--- src/rtl/rc_charge_discharge_cv.sv ---
// rc_charge_discharge_cv: RC capacitor control-voltage source for the 555 VCO.
// Each accepted audio_clk_en strobe moves v_control one exponential step
// toward V_HIGH (trigger=1, charge through R_CHARGE) or V_LOW (trigger=0,
// discharge through R_DISCHARGE). The step goes through a 3-stage pipeline.
// Ports:
//   clk          system clock
//   reset        asynchronous active-high reset
//   audio_clk_en one-cycle sample strobe (spacing >= 4 clk)
//   trigger      1 = charge, 0 = discharge; sampled on audio_clk_en only
//   v_control    signed capacitor voltage, V_LOW..V_HIGH
//   charging     registered: state is CHARGE
//   settled      registered: state is IDLE or FULL
module rc_charge_discharge_cv #(
  parameter int unsigned CLOCK_RATE   = 50000000,
  parameter int unsigned SAMPLE_RATE  = 48000,
  parameter int unsigned R_CHARGE     = 47000,
  parameter int unsigned R_DISCHARGE  = 100000,
  parameter int unsigned C_35_SHIFTED = 1134,
  parameter int          V_HIGH       = 24000,
  parameter int          V_LOW        = 0
) (
  input  logic               clk,
  input  logic               reset,
  input  logic               audio_clk_en,
  input  logic               trigger,
  output logic signed [15:0] v_control,
  output logic               charging,
  output logic               settled
);

  // Step coefficients: 2^51 / (fs * R * C*2^35), saturated to 1..65535
  localparam longint unsigned DEN_C = 64'(SAMPLE_RATE) * 64'(R_CHARGE) * 64'(C_35_SHIFTED);
  localparam longint unsigned DEN_D = 64'(SAMPLE_RATE) * 64'(R_DISCHARGE) * 64'(C_35_SHIFTED);
  localparam longint unsigned RAW_C = (64'd1 << 51) / DEN_C;
  localparam longint unsigned RAW_D = (64'd1 << 51) / DEN_D;
  localparam logic [15:0] ALPHA_C = (RAW_C > 64'd65535) ? 16'hffff :
                                    (RAW_C < 64'd1) ? 16'd1 : 16'(RAW_C);
  localparam logic [15:0] ALPHA_D = (RAW_D > 64'd65535) ? 16'hffff :
                                    (RAW_D < 64'd1) ? 16'd1 : 16'(RAW_D);

  localparam logic signed [15:0] VH16 = 16'(V_HIGH);
  localparam logic signed [15:0] VL16 = 16'(V_LOW);
  localparam logic signed [18:0] VH19 = 19'(V_HIGH);
  localparam logic signed [18:0] VL19 = 19'(V_LOW);

  // Elaboration-time sanity checks on the parameter set
  if (64'(CLOCK_RATE) < 64'(SAMPLE_RATE) * 64'd4) begin : g_bad_rate
    $error("CLOCK_RATE must be at least 4x SAMPLE_RATE");
  end
  if (V_HIGH >= 32767 || V_LOW < 0 || V_LOW >= V_HIGH) begin : g_bad_volt
    $error("require 0 <= V_LOW < V_HIGH < 32767");
  end

  typedef enum logic [1:0] {IDLE, CHARGE, FULL, DISCHARGE} state_t;

  state_t state;
  state_t nxt;

  logic               s1_valid;
  logic signed [16:0] s1_diff;
  logic        [15:0] s1_alpha;
  logic               s2_valid;
  logic signed [16:0] s2_diff;
  logic signed [33:0] s2_prod;

  logic               accept;
  logic               issue;
  logic signed [16:0] target;
  logic        [15:0] alpha;
  logic signed [16:0] diff;
  logic signed [17:0] step_raw;
  logic signed [17:0] step;
  logic signed [18:0] sum;
  logic signed [15:0] v_new;

  // Next state for a strobe; target/alpha follow the next state
  always_comb begin
    nxt = state;
    case (state)
      IDLE:      if (trigger)  nxt = CHARGE;
      CHARGE:    if (!trigger) nxt = DISCHARGE;
      FULL:      if (!trigger) nxt = DISCHARGE;
      DISCHARGE: if (trigger)  nxt = CHARGE;
      default:   nxt = IDLE;
    endcase
    // strobes landing while the pipeline is busy are dropped entirely
    accept = audio_clk_en && !s1_valid && !s2_valid;
    issue  = (nxt == CHARGE) || (nxt == DISCHARGE);
    target = (nxt == CHARGE) ? 17'(V_HIGH) : 17'(V_LOW);
    alpha  = (nxt == CHARGE) ? ALPHA_C : ALPHA_D;
    diff   = target - {v_control[15], v_control};
  end

  // Stage 3: floor shift, minimum one-LSB step toward target, clamp
  always_comb begin
    step_raw = 18'(s2_prod >>> 16);
    step     = step_raw;
    if (step_raw == 18'sd0 && s2_diff != 17'sd0) begin
      step = s2_diff[16] ? -18'sd1 : 18'sd1;
    end
    sum = 19'(v_control) + 19'(step);
    if (sum > VH19) begin
      v_new = VH16;
    end else if (sum < VL19) begin
      v_new = VL16;
    end else begin
      v_new = 16'(sum);
    end
  end

  // FSM, pipeline registers and registered status outputs
  always_ff @(posedge clk or posedge reset) begin
    if (reset) begin
      state     <= IDLE;
      v_control <= VL16;
      s1_valid  <= 1'b0;
      s1_diff   <= '0;
      s1_alpha  <= '0;
      s2_valid  <= 1'b0;
      s2_diff   <= '0;
      s2_prod   <= '0;
      charging  <= 1'b0;
      settled   <= 1'b1;
    end else begin
      charging <= (state == CHARGE);
      settled  <= (state == IDLE) || (state == FULL);

      s1_valid <= accept && issue;
      if (accept) begin
        state    <= nxt;
        s1_diff  <= diff;
        s1_alpha <= alpha;
      end

      s2_valid <= s1_valid;
      if (s1_valid) begin
        s2_diff <= s1_diff;
        s2_prod <= s1_diff * $signed({1'b0, s1_alpha});
      end

      // accept is never true with s2_valid, so these writes cannot collide
      if (s2_valid) begin
        v_control <= v_new;
        if (state == CHARGE && v_new == VH16) begin
          state <= FULL;
        end else if (state == DISCHARGE && v_new == VL16) begin
          state <= IDLE;
        end
      end
    end
  end

endmodule

--- config.mk ---
export PLATFORM = sky130hd
export DESIGN_NAME = rc_charge_discharge_cv
export DESIGN_NICKNAME = d
export VERILOG_FILES = /design/src/rtl/rc_charge_discharge_cv.sv
export SDC_FILE = /design/constraint.sdc
export NUM_CORES = 1
export LEC_CHECK = 0
export ABC_AREA = 1
export BUFFER_PORTS_ARGS = -buffer_cell sky130_fd_sc_hd__buf_2
export CAP_MARGIN = 20
export CORE_MARGIN = 10
export CORE_UTILIZATION = 65
export DETAILED_ROUTE_END_ITERATION = 10
export GPL_TIMING_DRIVEN = 0
export PLACE_DENSITY = 0.87
export SKIP_CTS_REPAIR_TIMING = 1
export SLEW_MARGIN = 20
export SYNTH_ARGS = -nofsm -noshare
export SYNTH_HDL_FRONTEND = slang
export SYNTH_SLANG_ARGS = --single-unit
--- constraint.sdc ---
create_clock -name clk -period 6.7 [get_ports clk]
set_input_delay 1.34 -clock clk [delete_from_list [all_inputs] [get_ports clk]]
set_output_delay 1.34 -clock clk [all_outputs]
set_load 0.02 [all_outputs]
# --- Word-level counts from Yosys, hierarchy flattened ---
# Cells that the tools add are included.
# W data, S select, Z words.
word_totals:
  regBits: 106
  input_bits: 4
  out_inout_bits: 18
  wordCells: 50
classes:
  n_addsub: 2
  n_mul: 1
  magnitude_cmp: 2
  n_eq_ne: 6
  muxes: 13
  reduce_logical: 16
ops:
  columns: ["op", "n"]
  rows:
  - ["$mux W18", 2]
  - ["$mul A17 B17 Y34", 1]
  - ["$mux W16", 2]
  - ["$add A16 B18 Y19", 1]
  - ["$gt A19 B16 Y1 const B", 1]
  - ["$lt A19 B1 Y1 const B", 1]
  - ["$logic_not A18 Y1", 1]
  - ["$reduce_bool A17 Y1", 1]
  - ["$sub A16 B16 Y17", 1]
  - ["$eq A16 B16 Y1 const B", 1]
  - ["$logic_not A16 Y1", 1]
  - ["$mux W15", 1]
  - ["$mux W2", 6]
  - ["$mux W10", 1]
  - ["$eq A2 B2 Y1 const B", 3]
  - ["$logic_and A1 B1 Y1", 6]
  - ["$eq A2 B1 Y1 const B", 2]
  - ["$pmux W2 S2", 1]
  - ["$reduce_or A2 Y1", 2]
  - ["$logic_not A1 Y1", 2]
  - ["$logic_not A2 Y1", 1]
  - ["$logic_or A1 B1 Y1", 2]

# --- Longest topological paths before layout ---
# Gate-level depths: netlist of the first run.
depth:
  depth_word: 12
  mapped_depth: 31
  depth_no_buf: 30

# --- Worst setup path after synthesis of the first run ---
# Ideal clock, no wire load.
synth_timing:
  kind: "register to register"
  from: "register s1_alpha[7]"
  to: "register s2_prod[26]"
  arrival_time_ps: 5498
  required_time_ps: 6582
  slack_ps: 1084
  stages_incl_launch_ff: 27
  n_path_buf: 2
  path_cell_list: "dfrtp_1 > clkbuf_1 > clkbuf_1 > nand2_1 > inv_1 > fa_1 > fa_1 > fa_1 > inv_1 > fa_1 > inv_1 > fa_1 > fa_1 > ha_1 > a21oi_1 > o21ai_0 > a21oi_1 > o21ai_0 > nand3_1 > nand2_1 > nand2_1 > nand2_1 > nand2_1 > nand2_1 > or2_2 > nand3_1 > nand2_1"
synth_between:
  elab_chain_cells: 1
synth_rtl:
  columns: ["item", "line_no", "source"]
  rows:
  - ["start: declaration", "61", "logic [15:0] s1_alpha;"]
  - ["start signal: assignment", "132", "s1_alpha <= alpha;"]
  - ["$mul A17 B17 Y34", "138", "s2_prod <= s1_diff * $signed({1'b0, s1_alpha});"]
  - ["end signal: assignment", "138", null]
  - ["end: declaration", "64", "logic signed [33:0] s2_prod;"]
# Every way passes these cells.
# A chain may end at the register's enable or synchronous reset.

# --- Worst setup path after layout of the first run ---
layout_timing:
  from: "register s1_alpha[6]"
  to: "register s2_prod[26]"
# The elaborated chain is that of the path after synthesis.

==> flow_summary.toml, run 1 <==
[run_status]
status = "completed"

[layout]
area_growth_pct = 6.662
finalNonFillerCells = 1728
nets = 1784
nFillCells = 1349
n_antenna_cell = 0
final_layout_size_suffix_gt1_frac = 0.06233

[yosys]
netlist.area_leader.share = 0.2329
yosysUniqueCellTypes = 42
synthCells = 1462
ys_seq_area_frac = 0.1725
synth_area_sq_um = 11170
synth_top_cell_by_area = "fa_1"
synth-edff-count = 0
async_flop_share = 1.000
ys.flop_type = "dfrtp_1"
synth_most_common_cell = "nand2_1"
synth_area_leaders = "fa_1, dfrtp_1, ha_1"
ys_warn_count = 0
synthTopCellsByCount = "nand2_1, inv_1, ha_1"
ys_ff_latch = 77
synth.avg_cell_area_sq_um = 7.643

[worst_setup_path]
critPathCapture = "s2_prod[26]$_DFFE_PP0P_"
cp-start-kind = "flop"
worst-path-max-fanout = 10
worstSetupEndpointType = "flop"
crit_path_start = "s1_alpha[6]$_DFFE_PP0P_"
critPathArrivalTime_ns = 6.38
ff2ff_path_depth = 25
path_class = "flop to flop"
cp.required_ns = 6.93
r2r-end = "s2_prod[26]$_DFFE_PP0P_"
r2r_start = "s1_alpha[6]$_DFFE_PP0P_"
reg2reg_setup_slack_ns = 0.55

[global_route]
grt-ovfl-total = 0
grt_pass1_wl_um = 48220
grt_pass1_vias = 9748
antenna_found_initial = 0
grtUsageTotal = 0.2652
grt_max_degree = 45

[route]
drtPass1Iterations = 6
via_count = 9728
drt-initial-drc-count = 1013
drt_wl_total_um = 28860
drcViolationCount = 0
wire_per_inst_um = 16.70
vias_per_cell = 5.630
postRouteAntennaNets = 0

[floorplanning]
core_area_sq_um = 16700
dieWidth_um = 151.1
fp.dieH_um = 151.1
dieArea_sq_um = 22840
initial_utilization = 0.6691
fp-row-count = 47
boundaryPins = 22

[placement]
io_buffers = 21
placed_cells = 1711
dp_slack_ns = 0.09494
dp_hpwl_um = 24690
gp_congestion = 0.9788

[sta]
rsz0062_at_grt = "false"
setup_slack_ns = 0.5521
period_needed_ns = 6.148
final-setup-viol-count = 0
slew_viol_final = 0
clock_skew_ns = 0.004978
slew_headroom = 0.4032
fmax_mhz = 162.7
tns_ns = 0
finalCritPeriodShare = 0.9176
final-hold-violation-count = 0
tightest_slew_ns = 0.8919

[clock_tree]
numClockSinks = 77
cts-root-buf = "clkbuf_16"
cts_max_level = 3
clk_path_buf_depth = 2
clk_latency_ns = 0.34
cts_tree = "done"
cts_inserted_buffers = 9
path_clk_slew_ns = 0.06

[flow_run]
maxCapViolCount = 0

[min_path]
hp-class = "flop to flop"
## flip-flops by register name, summed over array words and instances, names as in the netlist
register,flops
s1_valid,1
state,2
s2_prod,18
s1_alpha,3
v_control,16
charging,1
s2_valid,1
s1_diff,17
s2_diff,17
settled,1
## per-layer routing
metal	global-route usage	wire [um]	vias up
met1	0.3750	12600	4650
met4	0.05919	756	0
met3	0.04863	2347	64
met5	0	0	-
met2	0.4155	13160	394
li1	-	-	4620
## layout by cell type (no fill, tap or decap), types with 2 or more instances in the layout
master,count
a21oi_1,57
a31oi_1,13
buf_2,24
buf_4,4
clkbuf_1,17
clkbuf_16,9
clkbuf_2,3
clkinv_2,2
clkinvlp_4,2
conb_1,9
dfrtp_1,74
dfrtp_2,2
fa_1,130
ha_1,147
inv_1,332
nand2_1,339
nand2_2,17
nand3_1,69
nand3_2,4
nand3b_1,3
nand4_1,11
nor2_1,88
nor2_2,5
nor3_1,5
nor4_1,10
o2111ai_1,2
o211ai_1,2
o21a_1,4
o21ai_0,79
o21bai_1,3
o31ai_1,5
or2_2,12
xnor2_1,5
xor2_1,3
## kinds of logic (layout without fill, tap and decap cells)
kind of cell | after synthesis | count (layout) | synth area share
xor gates and xnor gates | 8 | 8 | 0.006271
AOI/OAI and AO/OA | 172 | 172 | 0.08521
buffers and inverters | 360 | 399 | 0.1215
and+or+nand+nor | 566 | 566 | 0.2163
DFF | 77 | 77 | 0.1725
adders and majority gates | 277 | 277 | 0.3975
other | 2 | 9 | 0.0006721
## critical path: stages, from the launching register on
cell and delay (ns):
dfrtp_2 0.50, clkbuf_2 0.31, nand2_1 0.09, inv_1 0.16
fa_1 0.45, fa_1 0.53, fa_1 0.40, inv_1 0.09
fa_1 0.38, inv_1 0.08, fa_1 0.44, fa_1 0.49
ha_1 0.37, a21oi_1 0.27, o21ai_0 0.16, a21oi_1 0.13
o21ai_0 0.24, nand3_1 0.17, nand2_1 0.09, nand2_1 0.08
nand2_1 0.08, nand2_1 0.08, nand2_1 0.06, or2_2 0.27
nand3_1 0.07, nand2_1 0.06
## area by class of cell
cell class	instances	area (sq um)	share of cell area
Tap cell	220	275.3	0.02309
Multi-Input combinational cell	1032	7915	0.6641
Clock buffer	10	229.0	0.01921
Clock inverter	6	63.81	0.005354
Sequential cell	77	1931	0.1620
Buffer	24	101.3	0.008503
Inverter	334	1256	0.1054
Timing Repair Buffer	25	147.6	0.01239
## how the worst min path moves through the flow
stage / startpoint / cells after the start / slack, ns / end
global route: s1_valid$_DFF_PP0_ / 0 / 0.39 / s2_valid$_DFF_PP0_
finish: s1_valid$_DFF_PP0_ / 0 / 0.39 / s2_valid$_DFF_PP0_
floorplan: s1_valid$_DFF_PP0_ / 0 / 0.35 / s2_valid$_DFF_PP0_
CTS: s1_valid$_DFF_PP0_ / 0 / 0.39 / s2_valid$_DFF_PP0_
detailed placement: s1_valid$_DFF_PP0_ / 0 / 0.37 / s2_valid$_DFF_PP0_
global placement: s1_valid$_DFF_PP0_ / 0 / 0.36 / s2_valid$_DFF_PP0_
## through the flow
| step | hold slack, ns | utilization | instance area (sq um) |
|---|---|---|---|
| floorplan | 0.3519 | - | 11200 |
| global placement | 0.3565 | 0.6934 | 11580 |
| detailed placement | 0.3747 | 0.6948 | 11600 |
| CTS | 0.3897 | 0.7123 | 11900 |
| global route | 0.3942 | 0.7137 | 11920 |
| finish | 0.3888 | 0.7137 | 11920 |
Power of run 1 is left out: the tool's default activity adds up to more than one toggle a clock period on the data nets, which glitch-free logic cannot reach.
==> inputs of run 2 (changes only) <==
--- a/config.mk
+++ b/config.mk
@@ -6,13 +6,13 @@
 export NUM_CORES = 1
 export LEC_CHECK = 0
 export ABC_AREA = 1
-export BUFFER_PORTS_ARGS = -buffer_cell sky130_fd_sc_hd__buf_2
 export CAP_MARGIN = 20
 export CORE_MARGIN = 10
 export CORE_UTILIZATION = 65
 export DETAILED_ROUTE_END_ITERATION = 10
+export DONT_BUFFER_PORTS = 1
 export GPL_TIMING_DRIVEN = 0
-export PLACE_DENSITY = 0.87
+export PLACE_DENSITY = 0.86
 export SKIP_CTS_REPAIR_TIMING = 1
 export SLEW_MARGIN = 20
 export SYNTH_ARGS = -nofsm -noshare
==> run 2 against run 1 <==
Effect of this change:
- final area is 1.2% lower
- die area did not move
- utilization is 0.84 points lower
- fmax down 1.5%
- highest routed layer unchanged
- worst setup slack worse by 0.092 ns
- flip-flop and latch count did not move
- hold slack got worse by 0.0078 ns
- clock-buffer cell count grew 2
- critical path depth stayed put
- cell count shrank 1.5%
- routed wire length fell by 1.7%
==> flow_summary.toml, run 2 (synthesis results as in run 1) <==
[run_status]
status = "completed"

[worst_setup_path]
critPathArrivalTime_ns = 6.46
path_class = "flop to flop"
worst-path-max-fanout = 10
worstSetupEndpointType = "flop"
cp.required_ns = 6.92
ff2ff_path_depth = 25
cp-start-kind = "flop"

[route]
wl_met3_um = 2680
vias_per_cell = 5.623
m1WireLength_um = 12120
drcViolationCount = 0
postRouteAntennaNets = 0
drt-initial-drc-count = 917
wire_per_inst_um = 16.67
routed.top_layer = "met4"
wl_met2_um = 12990
via_count = 9571
drt_wl_total_um = 28370
drtPass1Iterations = 7

[layout]
largest_register = "s2_prod"
register_area_sq_um = 1929
nets = 1760
final_layout_size_suffix_gt1_frac = 0.04453
n_antenna_cell = 0
largest_reg_flops = 18
layout_common_cells = "nand2_1, inv_1, ha_1"
layout_commonest_cell = "nand2_1"
reg.largest.list = "s2_prod (18), s1_diff (17), s2_diff (17)"
nFillCells = 1357
multi_input_area_sq_um = 7915
area_growth_pct = 5.408

[clock_tree]
cts-root-buf = "clkbuf_16"
numClockSinks = 77
cts_inserted_buffers = 9
cts_max_level = 3
clk_latency_ns = 0.34
clk_path_buf_depth = 2
cts_tree = "done"
path_clk_slew_ns = 0.06

[min_path]
hold_depth = 0
hp-class = "flop to flop"

[global_route]
grtUsageTotal = 0.2629
grt_max_degree = 43
grt_pass1_wl_um = 47450
antenna_found_initial = 0
grt-ovfl-total = 0
grt_pass1_vias = 9573

[sta]
rsz0062_at_grt = "false"
final-hold-violation-count = 0
period_needed_ns = 6.240
finalCritPeriodShare = 0.9314
fmax_mhz = 160.3
final-setup-viol-count = 0
whs_ns = 0.3810
slew_headroom = 0.4793
slew_viol_final = 0
clock_skew_ns = 0.009034
tns_ns = 0
tightest_slew_ns = 0.7781

[placement]
io_buffers = 0
gp_congestion = 0.9834
dp_hpwl_um = 24410

[floorplanning]
initial_utilization = 0.6691
boundaryPins = 22
dieArea_sq_um = 22840
dieWidth_um = 151.1
fp-row-count = 47
fp.dieH_um = 151.1
core_area_sq_um = 16700

[flow_run]
maxCapViolCount = 0
-- run 2: final timing paths --
path                                              start                       end  slack [ns]
max in group asynchronous                         reset         settled$_DFF_PP1_        5.13
worst max-delay path            s1_alpha[6]$_DFFE_PP0P_   s2_prod[26]$_DFFE_PP0P_        0.46
worst min register to register       s1_valid$_DFF_PP0_        s2_valid$_DFF_PP0_        0.38
worst min-delay path                 s1_valid$_DFF_PP0_        s2_valid$_DFF_PP0_        0.38
worst max register to register  s1_alpha[6]$_DFFE_PP0P_   s2_prod[26]$_DFFE_PP0P_        0.46
min in group asynchronous                         reset  v_control[2]$_DFFE_PP0P_        0.92
-- run 2: cell type report --
class | count | share of cell area
flip-flops and latches | 77 | 0.1638
repair buffers | 1 | 0.001700
clock buffers | 12 | 0.02093
inverters | 334 | 0.1066
plain buffers | 24 | 0.008604
clock inverters | 2 | 0.002974
multi-input cells | 1032 | 0.6720
well taps | 220 | 0.02337
-- run 2: worst max-delay path, cell delays in order, from the launching register on --
cell	delay, ns
dfrtp_1	0.60
clkbuf_2	0.35
nand2_1	0.09
inv_1	0.16
fa_1	0.44
fa_1	0.52
fa_1	0.39
inv_1	0.08
fa_1	0.38
inv_1	0.09
fa_1	0.45
fa_1	0.49
ha_1	0.36
a21oi_1	0.26
o21ai_0	0.13
a21oi_1	0.11
o21ai_0	0.24
nand3_1	0.17
nand2_1	0.09
nand2_1	0.07
nand2_1	0.08
nand2_1	0.07
nand2_1	0.07
or2_2	0.28
nand3_1	0.07
nand2_1	0.06
-- run 2: per-stage QoR --
| stage | utilization | std cells | setup slack, ns | cell area [sq um] |
|---|---|---|---|---|
| 3_5_place_dp | 0.6885 | 1690 | 0.1092 | 11500 |
| 2_1_floorplan | - | 1469 | 1.084 | 11200 |
| 5_1_grt | 0.7053 | 1702 | 0.01985 | 11780 |
| 3_3_place_gp | 0.6871 | 1689 | 0.2224 | 11480 |
| 4_1_cts | 0.7053 | 1704 | 0.08481 | 11780 |
| 6_report | 0.7053 | 1702 | 0.4597 | 11780 |
-- run 2: routing by layer --
metal | track usage | vias up
met5 | 0 | -
met4 | 0.05438 | 0
met3 | 0.07548 | 48
met2 | 0.4122 | 410
met1 | 0.3564 | 4552
li1 | - | 4561
Power of run 2 is left out for the same reason.
